### config.mk
export PLATFORM = sky130hd
export DESIGN_NAME = umi_rr_arbiter
export DESIGN_NICKNAME = d
export VERILOG_FILES = /design/src/rtl/umi_arb_pkg.sv /design/src/rtl/umi_rr_select.sv /design/src/rtl/umi_rr_arbiter.sv
export SDC_FILE = /design/constraint.sdc
export NUM_CORES = 1
export LEC_CHECK = 0
export ABC_AREA = 1
export BUFFER_PORTS_ARGS = -buffer_cell sky130_fd_sc_hd__buf_2
export CAP_MARGIN = 25
export CORE_AREA = 8 8 311 313
export CTS_CLUSTER_SIZE = 28
export DETAILED_ROUTE_END_ITERATION = 7
export DIE_AREA = 0 0 319 321
export HOLD_SLACK_MARGIN = 0.05
export PLACE_DENSITY = 0.38
export SLEW_MARGIN = 20
export SYNTH_ARGS = -nofsm -noshare
export SYNTH_HDL_FRONTEND = slang
export SYNTH_SLANG_ARGS = --single-unit
### constraint.sdc
create_clock -name clk -period 2 [get_ports clk]
set_clock_uncertainty 0.1 [all_clocks]
set_input_delay 0.1 -clock clk [delete_from_list [all_inputs] [get_ports clk]]
set_output_delay 0.1 -clock clk [all_outputs]
set_load 0.1 [all_outputs]
### src/rtl/umi_arb_pkg.sv
// Shared constants and helpers for the UMI round-robin arbiter.
// Holds the packet width default, port maximum and index width.
package umi_arb_pkg;

   localparam int UMI_UW_DEF = 256;
   localparam int UMI_N_MAX  = 8;

   function automatic int idx_w(input int n);
      return (n > 1) ? $clog2(n) : 1;
   endfunction

endpackage

### src/rtl/umi_rr_select.sv
// Round-robin priority search: first requester after last_i wins.
// Returns both a one-hot grant and its encoded index.
module umi_rr_select
   import umi_arb_pkg::*;
#(
   parameter int N = 2
) (
   input  logic [N-1:0]          req_i,
   input  logic [idx_w(N)-1:0]   last_i,
   output logic [N-1:0]          gnt_o,
   output logic [idx_w(N)-1:0]   idx_o
);

   localparam int IW = idx_w(N);

   logic [IW-1:0] pi;

   // Walk from the farthest offset back to the nearest so the
   // nearest requester after last_i is the one left standing.
   always_comb begin
      gnt_o = '0;
      idx_o = '0;
      pi    = '0;
      for (int k = N; k >= 1; k--) begin
         pi = IW'((int'(last_i) + k) % N);
         if (req_i[pi]) begin
            gnt_o     = '0;
            gnt_o[pi] = 1'b1;
            idx_o     = pi;
         end
      end
   end

endmodule

### src/rtl/umi_rr_arbiter.sv
// N-port UMI round-robin merge with a single output register stage.
// Drain and reload share a cycle, so full throughput needs no skid.
module umi_rr_arbiter
   import umi_arb_pkg::*;
#(
   parameter int N  = 2,
   parameter int UW = UMI_UW_DEF
) (
   input  logic                  clk,
   input  logic                  nreset,
   input  logic [N-1:0]          umi_in_valid,
   input  logic [N*UW-1:0]       umi_in_packet,
   output logic [N-1:0]          umi_in_ready,
   output logic                  umi_out_valid,
   output logic [UW-1:0]         umi_out_packet,
   input  logic                  umi_out_ready,
   output logic [idx_w(N)-1:0]   grant_id,
   output logic [31:0]           pkt_count
);

   localparam int IW = idx_w(N);

   if (N < 2 || N > UMI_N_MAX) begin : g_bad_n
      $error("umi_rr_arbiter: N out of range");
   end

   logic          vld_q, vld_d;
   logic [UW-1:0] pkt_q, pkt_d;
   logic [IW-1:0] id_q, id_d;
   logic [IW-1:0] last_q, last_d;
   logic [31:0]   cnt_q, cnt_d;

   logic [N-1:0]  gnt;
   logic [IW-1:0] sel;
   logic          load_en;
   logic          load;

   umi_rr_select #(.N(N)) u_sel (
      .req_i  (umi_in_valid),
      .last_i (last_q),
      .gnt_o  (gnt),
      .idx_o  (sel)
   );

   assign load_en      = !vld_q || umi_out_ready;
   assign load         = load_en && (|umi_in_valid) && !nreset;
   assign umi_in_ready = (load_en && !nreset) ? gnt : '0;

   always_comb begin
      vld_d  = vld_q;
      pkt_d  = pkt_q;
      id_d   = id_q;
      last_d = last_q;
      cnt_d  = cnt_q + {31'd0, vld_q & umi_out_ready};
      if (load) begin
         vld_d  = 1'b1;
         pkt_d  = umi_in_packet[int'(sel)*UW +: UW];
         id_d   = sel;
         last_d = sel;
      end else if (umi_out_ready) begin
         vld_d  = 1'b0;
      end
   end

   // last_q parks on N-1 so port 0 is first in line after reset.
   always_ff @(posedge clk) begin
      if (nreset) begin
         vld_q  <= 1'b0;
         pkt_q  <= '0;
         id_q   <= '0;
         last_q <= IW'(N - 1);
         cnt_q  <= '0;
      end else begin
         vld_q  <= vld_d;
         pkt_q  <= pkt_d;
         id_q   <= id_d;
         last_q <= last_d;
         cnt_q  <= cnt_d;
      end
   end

   assign umi_out_valid  = vld_q;
   assign umi_out_packet = pkt_q;
   assign grant_id       = id_q;
   assign pkt_count      = cnt_q;

endmodule

After elaboration in Yosys (flattened, before gate mapping)
Cells that the tools add are included.

operators by class
  add/sub/neg operators = 3
  multipliers = 0
  divide/modulo/power cells = 0
  $lt $le $gt $ge = 4
  eq/ne operators = 0
  shifts and indexed selects = 1
  muxes and demuxes = 15
  bitwise operators = 1
  reductions and logical operators = 10

operators by type and width
  kind                                                                   count
  512-bit by 10-bit variable part select with 256-bit output             1
  32-bit by 1-bit adder with 32-bit output                               1
  1-bit two-way mux                                                      10
  2-bit two-way mux                                                      3
  1-bit logical AND                                                      5
  1-bit by 2-bit < comparator with 1-bit output (second input constant)  2
  1-bit adder (second input constant)                                    2
  1-bit demux with 1-bit select                                          2
  1-bit >= comparator (second input constant)                            2
  1-bit logical NOT                                                      2
  2-bit nonzero test                                                     1
  2-bit OR reduction                                                     1
  1-bit bitwise AND                                                      1
  1-bit logical OR                                                       1

word-level totals
  register bits = 291
  latch bits = 0
  bits in writable memories = 0
  ROM bits = 0
  input port bits = 517
  output and inout port bits = 292
  word-level logic and storage cells = 39
  memories kept = 0

Longest topological paths before layout
Gate-level depths: netlist of the first run.

  depth in word-level cells = 8
  mapped depth = 12
  mapped depth without buffers = 12

Hierarchy
From an unflattened synthesis of the first run, not the netlist that was laid out.

second synthesis, totals
  cells, all modules = 2216
  area, all modules = 13984.7 um^2

by module, submodules not included
  module          times used  cells an instance  area an instance (um^2)  sequential area each (um^2)
  umi_rr_arbiter  1           2210               13957.1                  5825.6
  umi_rr_select   1           6                  27.5                     0.0

Worst setup path after synthesis of the first run
Ideal clock, no wire load.

  kind = flip-flop to flip-flop
  start point = reg vld_q, in the netlist umi_out_valid
  end point = reg last_q
  library setup time = 0.079 ns
  data arrival time = 2.570 ns
  data required time = 1.821 ns
  setup slack = -0.749 ns
  cell stages (with the launch flop) = 6
  path buffers = 0
  period minus slack after synthesis = 2.749 ns
  cells stage by stage = dfxtp_1 > nand2_1 > nand2_1 > nor2_1 > inv_1 > o211ai_1

between the ends
  cells in the longest elaborated chain, start to end = 4

ends and longest elaborated chain
  item                             line                  RTL
  start, declared                  umi_rr_arbiter.sv:27  logic vld_q, vld_d;
  start signal, assigned           umi_rr_arbiter.sv:74  vld_q <= vld_d;
  1-bit logical NOT                umi_rr_arbiter.sv:45  assign load_en = !vld_q || umi_out_ready;
  1-bit logical OR                 umi_rr_arbiter.sv:45
  1-bit logical AND (2 in series)  umi_rr_arbiter.sv:46  assign load = load_en && (|umi_in_valid) && !nreset;
  end signal, assigned             umi_rr_arbiter.sv:71  last_q <= IW'(N - 1);
  end signal, assigned             umi_rr_arbiter.sv:77  last_q <= last_d;
  end, declared                    umi_rr_arbiter.sv:30  logic [IW-1:0] last_q, last_d;

Every way passes these cells.
A chain may end at the register's enable or synchronous reset.

Final worst setup path of the first run
  start point = reg last_q
  end point = reg pkt_q[203], in the netlist umi_out_packet[203]

between the ends
  cells in the longest elaborated chain, start to end = 6
  elaborated cells between the ends (all ways) = 9
  those cells by class = add/sub (2); shift (1); mux (6)

ends and longest elaborated chain
  item                                                            line                  RTL
  1-bit adder                                                     umi_rr_select.sv:25   pi = IW'((int'(last_i) + k) % N);
  1-bit two-way mux (implied by the code) (2 in series)           umi_rr_select.sv:26   if (req_i[pi]) begin
  1-bit two-way mux                                               umi_rr_select.sv:26
  1-bit two-way mux (*)                                           umi_rr_select.sv:26
  512-bit by 10-bit variable part select with 256-bit output (*)  umi_rr_arbiter.sv:57  pkt_d = umi_in_packet[int'(sel)*UW +: UW];
  end signal, assigned                                            umi_rr_arbiter.sv:75  pkt_q <= pkt_d;
  end, declared                                                   umi_rr_arbiter.sv:28  logic [UW-1:0] pkt_q, pkt_d;

Every way passes the cells marked *; elsewhere a longest branch is shown, timed or not. The select of a mux whose other input is x is not followed.

==> impl_metrics.json, run 1 <==
{
  "end_kind": "flop",
  "tritoncts": "yes",
  "groute.usage.overall_pct": 14.13,
  "fp.dieArea_mm2": 0.1024,
  "arrival_ns": 2.28,
  "p_clk_share_pct": 33.0,
  "worstMarginPinSlew_ns": 0.6048,
  "numCtsBuffers": 39,
  "power_switching_mw": 9.096,
  "power_mw": 22.03,
  "row_count": 112,
  "first_pass_iters": 5,
  "synth_area_leader_cell": "dfxtp_1",
  "pwr-share-seq_pct": 30.2,
  "finalNonFillerCells": 4470,
  "fmax_ghz": 0.5139,
  "nNetsFinal": 3764,
  "fin_crit_sh_pct": 97.30,
  "initial_core_util_pct": 15.00,
  "path_class": "reg -> reg",
  "syn_nets": 2474,
  "worstSetupStartpointType": "flop",
  "via_per_inst": 4.036,
  "yosys-top-cells-count": "nand2_1, dfxtp_1, nand3_1",
  "synth_top_area_share_pct": 42.12,
  "drive_above_1_share_pct": 34.45,
  "io_pins": 809,
  "routed_wl_um": 76930,
  "tns_ns": 0,
  "power_frac_comb_pct": 36.8,
  "drv_cap": 0,
  "critPathRequiredTime_ns": 2.33,
  "slew_headroom_pct": 59.96,
  "ir_drop_v": 0.0004932,
  "synth-edff-count": 0,
  "final-max-slew-violation-count": 0,
  "grt_pass1_wl_um": 115600,
  "cts_sinks": 291,
  "drtIter0Drc": 754,
  "fin_crit_ns": 1.946,
  "drc_errors": 0,
  "synth.most_common_cell": "nand2_1",
  "rsz0062_at_grt": "false",
  "clkLatencyLatePin_ns": 0.54,
  "synth_flop_cell": "dfxtp_1",
  "setup_viol": 0,
  "placed_cells": 3880,
  "status": "finished, final reports clean",
  "dr_total_vias": 18040,
  "ctsRootBufferMaster": "clkbuf_16",
  "place_area_mm2": 0.01957,
  "cts.clk_slew.worst_paths_ns": 0.06,
  "dp_hpwl_um": 55580,
  "synth_cells": 1954,
  "hold_violations": 0,
  "ys_seq_area_share_pct": 42.12,
  "synthArstFlopShare_pct": 0,
  "swShare_pct": 41.29,
  "overflow": 0,
  "place.port_buffers": 808,
  "min_path_type": "in -> reg",
  "ys_seq_elements": 291,
  "clock_path_buffers": 3,
  "grt_max_degree": 71,
  "ys_types": 26,
  "syn_avg_cell_area_um2": 7.079,
  "grt_pass1_vias": 19100,
  "cp_max_fo": 38,
  "wl_per_cell_um": 17.21,
  "die_x_um": 319,
  "post-route-cell-area_mm2": 0.02613,
  "drtAntennaViolNets": 0,
  "synthToLayoutAreaGrowth_pct": 88.90,
  "power_leakage_nw": 12.84,
  "htreeDepth": 2,
  "yosysWarnings": 0,
  "place.gp.congestion": 0.8302,
  "die_y_um": 321,
  "syn_area_mm2": 0.01383,
  "powerDensity_mw_per_mm2": 843.1,
  "ys_top_cells_by_area": "dfxtp_1, nand2_1, o211ai_1",
  "grt_antenna_before_repair": 1,
  "coreArea_mm2": 0.09221,
  "internal_power_mw": 12.93
}
-- flip-flops by register name (all words and copies together), names as in the netlist --
signal          cells
umi_out_packet    256
pkt_count          32
grant_id            1
last_q              1
umi_out_valid       1
-- critical path, cell delays in order (launching register included) --
cell and delay [ns]:
dfxtp_1 0.30, inv_1 0.11, o21ai_4 0.10, buf_12 0.14, buf_4 0.13, buf_12 0.15
buf_12 0.22, or2_2 0.34, o211ai_1 0.10, nand2_1 0.06
-- path summary, 6_finish.rpt --
check	startpoint	end	slack, ns	depth (start not counted)
setup / recovery	last_q$_SDFFE_PP1P_	umi_out_packet[203]$_SDFFE_PP0P_	0.05	9
hold / removal	umi_in_valid[0]	umi_out_packet[249]$_SDFFE_PP0P_	0.08	5
setup reg to reg	last_q$_SDFFE_PP1P_	umi_out_packet[203]$_SDFFE_PP0P_	0.05	9
hold reg to reg	umi_out_packet[158]$_SDFFE_PP0P_	umi_out_packet[158]$_SDFFE_PP0P_	0.36	2
-- area by class of cell --
cell class | count | area (um^2)
multi-input cells | 1401 | 6903
clock inverters | 7 | 135.1
fillers | 10010 | 66080
well taps | 1197 | 1498
diodes | 2 | 5.005
repair buffers | 1393 | 10120
clock buffers | 61 | 1151
inverters | 118 | 462.9
flip-flops and latches | 291 | 5849
-- kinds of logic after synthesis --
logic type                 synth area share (%)
and+or+nand+nor                           37.87
DFF                                       42.12
xor gates and xnor gates                 0.2533
AOI/OAI and AO/OA                         11.22
adders and majority gates                0.2714
buffers and inverters                     8.268
-- cells in the final DEF, fill, tap and decap left out, drive strengths merged --
cell	Yosys	final
a21oi	21	21
buf	101	877
bufbuf	0	1
bufinv	0	4
clkbuf	43	61
clkinv	0	3
dfxtp	291	291
diode	0	2
dlygate4sd3	0	515
ha	3	3
inv	118	118
nand2	652	652
nand3	272	272
nand4	1	1
nor2	73	73
o211ai	182	182
o21a	2	2
o21ai	10	10
or2	181	181
xnor2	1	1
xor2	3	3
-- repair_timing --
item / in CTS / in global routing
gates resized for setup: 1 / 9
hold endpoints to repair: 285 / 0
pin swaps: 1 / 2
gates cloned: 1 / 0
endpoints found under the setup margin: 1 / 18
hold buffers: 515 / 0
setup buffers: 3 / 1
-- routing by layer --
metal	share of wire [%]	up-vias	global-route usage, %	routed length [um]
met3	8.0	174	4.706	6136
met5	0	-	0	0
met1	40	8227	16.05	30740
li1	-	8934	-	-
met2	47	707	24.28	36480
met4	4.6	0	5.882	3571
-- through the flow --
step / setup slack [ns] / utilization [%] / hold slack (ns)
2_1_floorplan: 0.006192 / - / 0.1542
3_3_place_gp: 0.1095 / 21.22 / 0.2450
3_5_place_dp: 0.06300 / 21.22 / 0.2462
4_1_cts: 0.04057 / 28.29 / 0.05384
5_1_grt: 0.006662 / 28.33 / 0.09518
6_report: 0.05401 / 28.34 / 0.08417
-- power by group through the flow --
stage	combinational, mW	clock, mW	sequential [mW]
after floorplan	1.37	0	10.8
after CTS	8.16	7.65	6.66
after detailed placement	7.30	0	6.77
after global placement	7.32	0	6.77
final	8.11	7.26	6.65
after global routing	8.52	7.86	6.72
Note: power is estimated with default switching activity, not from simulation.
==> run 2, diff against run 1 <==
--- a/config.mk
+++ b/config.mk
@@ -6,14 +6,14 @@
 export NUM_CORES = 1
 export LEC_CHECK = 0
 export ABC_AREA = 1
-export BUFFER_PORTS_ARGS = -buffer_cell sky130_fd_sc_hd__buf_2
 export CAP_MARGIN = 25
-export CORE_AREA = 8 8 311 313
+export CORE_AREA = 8 8 308 310
 export CTS_CLUSTER_SIZE = 28
 export DETAILED_ROUTE_END_ITERATION = 7
-export DIE_AREA = 0 0 319 321
+export DIE_AREA = 0 0 316 318
+export DONT_BUFFER_PORTS = 1
 export HOLD_SLACK_MARGIN = 0.05
-export PLACE_DENSITY = 0.38
+export PLACE_DENSITY = 0.31
 export SLEW_MARGIN = 20
 export SYNTH_ARGS = -nofsm -noshare
 export SYNTH_HDL_FRONTEND = slang
==> impl_metrics.json, run 2 (same netlist as run 1, synthesis figures left out) <==
{
  "dp_hpwl_um": 54280,
  "tritoncts": "yes",
  "routed_wl_um": 72780,
  "drv_cap": 0,
  "cp_top_family": "buffers and inverters",
  "grt_antenna_before_repair": 9,
  "worstSetupStartpointType": "flop",
  "groute.usage.overall_pct": 13.45,
  "die_y_um": 318,
  "critPathRequiredTime_ns": 2.34,
  "fillCellCount": 9569,
  "drive_above_1_share_pct": 21.93,
  "status": "finished, final reports clean",
  "die_x_um": 316,
  "slew_headroom_pct": 65.39,
  "end_kind": "flop",
  "drc_errors": 0,
  "coreArea_mm2": 0.08960,
  "worstMarginPinSlew_ns": 0.5168,
  "powerDensity_mw_per_mm2": 885.6,
  "path_class": "reg -> reg",
  "dr_total_vias": 16260,
  "post-route-cell-area_mm2": 0.02407,
  "cts_sinks": 291,
  "crit_chain": "buf_4 > nand2_2 > o21ai_4 > buf_12 > a21oi_1 > dlygate4sd3_1",
  "ctsRootBufferMaster": "clkbuf_16",
  "place_area_mm2": 0.01764,
  "synthToLayoutAreaGrowth_pct": 74.05,
  "place.port_buffers": 0,
  "fmax_ghz": 0.5209,
  "placed_cells": 3345,
  "ir_drop_v": 0.0005196,
  "hold_path.startpoint": "umi_in_packet[201]",
  "fp.dieArea_mm2": 0.1005,
  "slowest_delay_ns": 0.57,
  "largest_reg_flops": 256,
  "cp-startpoint": "umi_out_valid$_SDFFE_PP0P_",
  "clock_path_buffers": 3,
  "final_cell_mix": "nand2_1, dlygate4sd3_1, buf_4",
  "cp_num_buf_inv": 3,
  "final_common_cell": "nand2_1",
  "initial_core_util_pct": 15.44,
  "arrival_ns": 2.26,
  "rsz0062_at_grt": "true",
  "drtIter0Drc": 849,
  "htreeDepth": 2,
  "setup_viol": 0,
  "cp_max_fo": 65,
  "overflow": 0,
  "grt_pass1_wl_um": 105000,
  "crit-reg2reg-launch": "umi_out_valid$_SDFFE_PP0P_",
  "multi_input_area_mm2": 0.006885,
  "numCtsBuffers": 39,
  "hold_violations": 0,
  "first_pass_iters": 5,
  "place.gp.congestion": 0.8330,
  "fin_crit_sh_pct": 95.98,
  "nNetsFinal": 3250,
  "fin_crit_ns": 1.920,
  "finalNonFillerCells": 3939,
  "row_count": 110,
  "grt_pass1_vias": 16720,
  "regArea_mm2": 0.005849,
  "power_leakage_nw": 10.82,
  "drtAntennaViolNets": 0,
  "io_pins": 809,
  "wl_per_cell_um": 18.48,
  "cts.clk_slew.worst_paths_ns": 0.06,
  "cp_slowest_cell": "dlygate4sd3_1",
  "grt_max_degree": 86,
  "min_path_type": "in -> reg",
  "clkLatencyLatePin_ns": 0.55,
  "via_per_inst": 4.127,
  "final-max-slew-violation-count": 0
}
run 2: cell types whose count changed in the layout (fill, tap and decap cells not counted), sizes merged:
cell         before  now
buf             877  361
inv             118  120
clkbuf           61   65
diode             2    4
dlygate4sd3     515  518
bufinv            4    0
bufbuf            1    0
run 2: path summary, 6_finish.rpt:
| check | endpoint | slack [ns] | depth (start not counted) |
|---|---|---|---|
| max reg2reg | umi_out_valid$_SDFFE_PP0P_ | 0.08 | 6 |
| max | umi_out_valid$_SDFFE_PP0P_ | 0.08 | 6 |
| min | umi_out_packet[201]$_SDFFE_PP0P_ | 0.15 | 3 |
| min reg2reg | umi_out_packet[152]$_SDFFE_PP0P_ | 0.37 | 2 |
run 2: where the power goes:
part / internal [mW] / leakage [nW] / switching, mW
combinational: 2.08 / 7.81 / 5.93
sequential: 6.36 / 2.42 / 0.221
clock: 3.95 / 0.587 / 2.77
run 2: cell type report:
| cell class | instances | share of cell area [%] |
|---|---|---|
| Inverter | 118 | 1.923 |
| Sequential cell | 291 | 24.30 |
| Timing Repair Buffer | 879 | 34.04 |
| Tap cell | 1176 | 6.112 |
| Clock inverter | 5 | 0.1507 |
| Clock buffer | 65 | 4.833 |
| Antenna cell | 4 | 0.04158 |
| Multi-Input combinational cell | 1401 | 28.60 |
run 2: metrics by stage:
stage          total power, mW  setup slack, ns  hold slack [ns]  util, %  TNS (ns)
2_1_floorplan            12.13         0.006192           0.1542        -         0
3_3_place_gp             13.84          0.07786          0.07681    19.69         0
4_1_cts                  21.72          0.01364          0.08260    26.85         0
6_report                 21.32          0.08041           0.1458    26.87         0
3_5_place_dp             13.87          0.04422          0.07692    19.69         0
5_1_grt                  22.31         -0.02676           0.1127    26.86  -0.02676
run 2: tightest hold or removal path: stages:
cell and delay [ns]:
dlygate4sd3_1 0.52, o211ai_1 0.09, nand2_1 0.06
run 2: layer usage:
metal  vias up  routed length, um  track usage (%)
li1       7915                  -                -
met1      7363              28150            14.60
met2       801              34590            23.34
met3       173               6420            4.405
met4         4               3606            6.582
met5         -                 14                0
run 2: repair_timing:
item	CTS	global route
hold endpoints to repair	291	0
setup endpoints to repair	2	3
buffers inserted	1	0
hold buffers	519	0
gates cloned	0	0
gates resized for setup	2	1
pin swaps	1	1
==> run 3, diff against run 2 <==
--- a/config.mk
+++ b/config.mk
@@ -7,14 +7,15 @@
 export LEC_CHECK = 0
 export ABC_AREA = 1
 export CAP_MARGIN = 25
-export CORE_AREA = 8 8 308 310
+export CORE_AREA = 8 8 310 312
 export CTS_CLUSTER_SIZE = 28
 export DETAILED_ROUTE_END_ITERATION = 7
-export DIE_AREA = 0 0 316 318
+export DIE_AREA = 0 0 318 320
 export DONT_BUFFER_PORTS = 1
 export HOLD_SLACK_MARGIN = 0.05
 export PLACE_DENSITY = 0.31
 export SLEW_MARGIN = 20
 export SYNTH_ARGS = -nofsm -noshare
 export SYNTH_HDL_FRONTEND = slang
+export SYNTH_HIERARCHICAL = 1
 export SYNTH_SLANG_ARGS = --single-unit
==> impl_metrics.json, run 3 <==
{
  "status": "finished, final reports clean",
  "synth_flop_cell": "dfxtp_1",
  "power_switching_mw": 8.041,
  "slew_headroom_pct": 41.76,
  "drv_cap": 0,
  "htreeDepth": 2,
  "min_path_cells": 5,
  "coreArea_mm2": 0.09097,
  "fillCellCount": 9822,
  "grt_max_degree": 160,
  "place.port_buffers": 0,
  "synth_area_leader_cell": "dfxtp_1",
  "power_leakage_nw": 11.19,
  "end_kind": "flop",
  "fin_crit_sh_pct": 96.60,
  "place_area_mm2": 0.01756,
  "ys_seq_elements": 291,
  "internal_power_mw": 12.48,
  "nNetsFinal": 3511,
  "clkLatencyLatePin_ns": 0.55,
  "p_clk_share_pct": 35.3,
  "setup_ws_ns": 0.06804,
  "placed_cells": 3604,
  "powerDensity_mw_per_mm2": 840.1,
  "pre_cts_ws_ns": -0.2841,
  "synthAdderAreaFrac_pct": 0.2684,
  "worstMarginPinSlew_ns": 0.8736,
  "muxShareOfSynthArea_pct": 0,
  "final_common_cell": "nor2_1",
  "post-route-util_pct": 26.85,
  "place.gp.congestion": 0.8957,
  "syn_avg_cell_area_um2": 6.311,
  "synth_cells": 2216,
  "synth-edff-count": 0,
  "power_frac_comb_pct": 33.3,
  "setup_viol": 0,
  "drive_above_1_share_pct": 15.40,
  "swShare_pct": 39.18,
  "finalNonFillerCells": 4209,
  "post-route-cell-area_mm2": 0.02443,
  "ys_top_cells_by_area": "dfxtp_1, o21ai_0, nor2_1",
  "synthArstFlopShare_pct": 0,
  "r2r_cells": 7,
  "hold_violations": 0,
  "yosysWarnings": 6,
  "synth_xor_area_share_pct": 0.2505,
  "drtAntennaViolNets": 0,
  "grt_antenna_before_repair": 5,
  "numCtsBuffers": 41,
  "wl_per_cell_um": 17.55,
  "min_path_type": "in -> reg",
  "tns_ns": 0,
  "pwr-share-seq_pct": 31.3,
  "path_class": "reg -> reg",
  "final_cell_mix": "nor2_1, dlygate4sd3_1, o21ai_0",
  "arrival_ns": 2.26,
  "synth_compound_area_share_pct": 19.29,
  "final-max-slew-violation-count": 0,
  "synth.most_common_cell": "nor2_1",
  "synth-simple-area-share_pct": 26.03,
  "critPathRequiredTime_ns": 2.32,
  "synth_top_family_by_area": "simple AND/OR/NAND/NOR gates",
  "ys_types": 26,
  "grt_pass1_wl_um": 107400,
  "regArea_mm2": 0.005852,
  "synth_top_area_share_pct": 41.66,
  "ir_drop_v": 0.0004549,
  "worstSetupStartpointType": "flop",
  "ctsRootBufferMaster": "clkbuf_16",
  "fin_crit_ns": 1.932,
  "initial_core_util_pct": 15.37,
  "routed_wl_um": 73870,
  "dr_total_vias": 17030,
  "fmax_ghz": 0.5176,
  "fp.dieArea_mm2": 0.1018,
  "cp_max_fo": 14,
  "groute.usage.overall_pct": 13.26,
  "grt_pass1_vias": 17820,
  "cts.clk_slew.worst_paths_ns": 0.06,
  "largest_reg_flops": 256,
  "cts_sinks": 291,
  "dp_hpwl_um": 51200,
  "die_x_um": 318,
  "drc_errors": 0,
  "io_pins": 809,
  "first_pass_iters": 5,
  "multi_input_area_mm2": 0.006497,
  "yosys-top-cells-count": "nor2_1, o21ai_0, nand2_1",
  "syn_nets": 2736,
  "overflow": 0,
  "die_y_um": 320,
  "via_per_inst": 4.047,
  "clock_path_buffers": 3,
  "ys_seq_area_share_pct": 41.66,
  "synthToLayoutAreaGrowth_pct": 74.66,
  "tritoncts": "yes",
  "row_count": 111,
  "drtIter0Drc": 960,
  "syn_area_mm2": 0.01398
}
[run 3: cell types whose count changed after synthesis, sizes merged, moves of 3 or more]
cell / previous run / this run
nand3: 272 / 16
and2: 0 / 3
or2: 181 / 1
o21ai: 10 / 516
buf: 101 / 75
nand2: 652 / 338
clkbuf: 43 / 70
nor2: 73 / 596
o211ai: 182 / 0
inv: 118 / 278
[run 3: layout make-up]
type / count / area share, %
clock buffers: 54 / 4.646
multi-input cells: 1502 / 26.60
repair buffers: 877 / 33.63
diodes: 3 / 0.03073
well taps: 1186 / 6.075
flip-flops and latches: 291 / 23.96
inverters: 278 / 4.323
clock inverters: 18 / 0.7376
[run 3: metal layers]
metal	GRT usage, %	wire [um]
met1	13.87	27980
met2	23.31	35960
met3	4.193	5382
met4	7.857	4531
met5	0	27
[run 3: cell families (layout without fill, tap and decap cells)]
group,after synthesis,in the layout
fa+ha+maj,3,3
other cells,0,3
buf+inv,423,1227
flops,291,291
simple gates,957,957
compound gates,538,538
xor+xnor,4,4
[run 3: per-stage QoR]
stage / total power [mW] / hold slack, ns
final: 20.52 / 0.09306
after global routing: 21.52 / 0.1484
after CTS: 20.81 / 0.1532
after detailed placement: 12.44 / 0.06908
after global placement: 12.44 / 0.06576
after floorplan: 10.97 / 0.07094
[run 3: final timing paths]
path	start	to	slack, ns
worst max-delay path	last_q$_SDFFE_PP1P_	umi_out_packet[168]$_SDFFE_PP0P_	0.07
worst min register to register	grant_id$_SDFFE_PP0P_	grant_id$_SDFFE_PP0P_	0.38
worst min-delay path	umi_in_valid[0]	umi_out_packet[244]$_SDFFE_PP0P_	0.09
worst max register to register	last_q$_SDFFE_PP1P_	umi_out_packet[168]$_SDFFE_PP0P_	0.07
[run 3: repair_timing]
item / in CTS / in global routing
hold buffers: 516 / 0
setup endpoints to repair: 2 / 201
resized for setup: 9 / 28
pin swaps: 1 / 5
setup buffers: 3 / 5
gates cloned: 2 / 4
hold endpoints to repair: 291 / 0
[run 3: power by group through the flow]
stage                     combinational (mW)  sequential, mW  clock (mW)
after global placement                  5.89            6.55           0
after detailed placement                5.89            6.55           0
after floorplan                         1.30            9.67           0
final                                   6.84            6.43        7.25
after global routing                    7.20            6.48        7.84
after CTS                               6.79            6.43        7.59
[run 3: critical path, stage by stage, from the launching register on]
cell and delay, ns:
dfxtp_2 0.34, a21oi_4 0.19, buf_8 0.14, buf_16 0.16, o21ai_0 0.12, dlygate4sd3_1 0.57
nor2_1 0.10, nor2_1 0.05
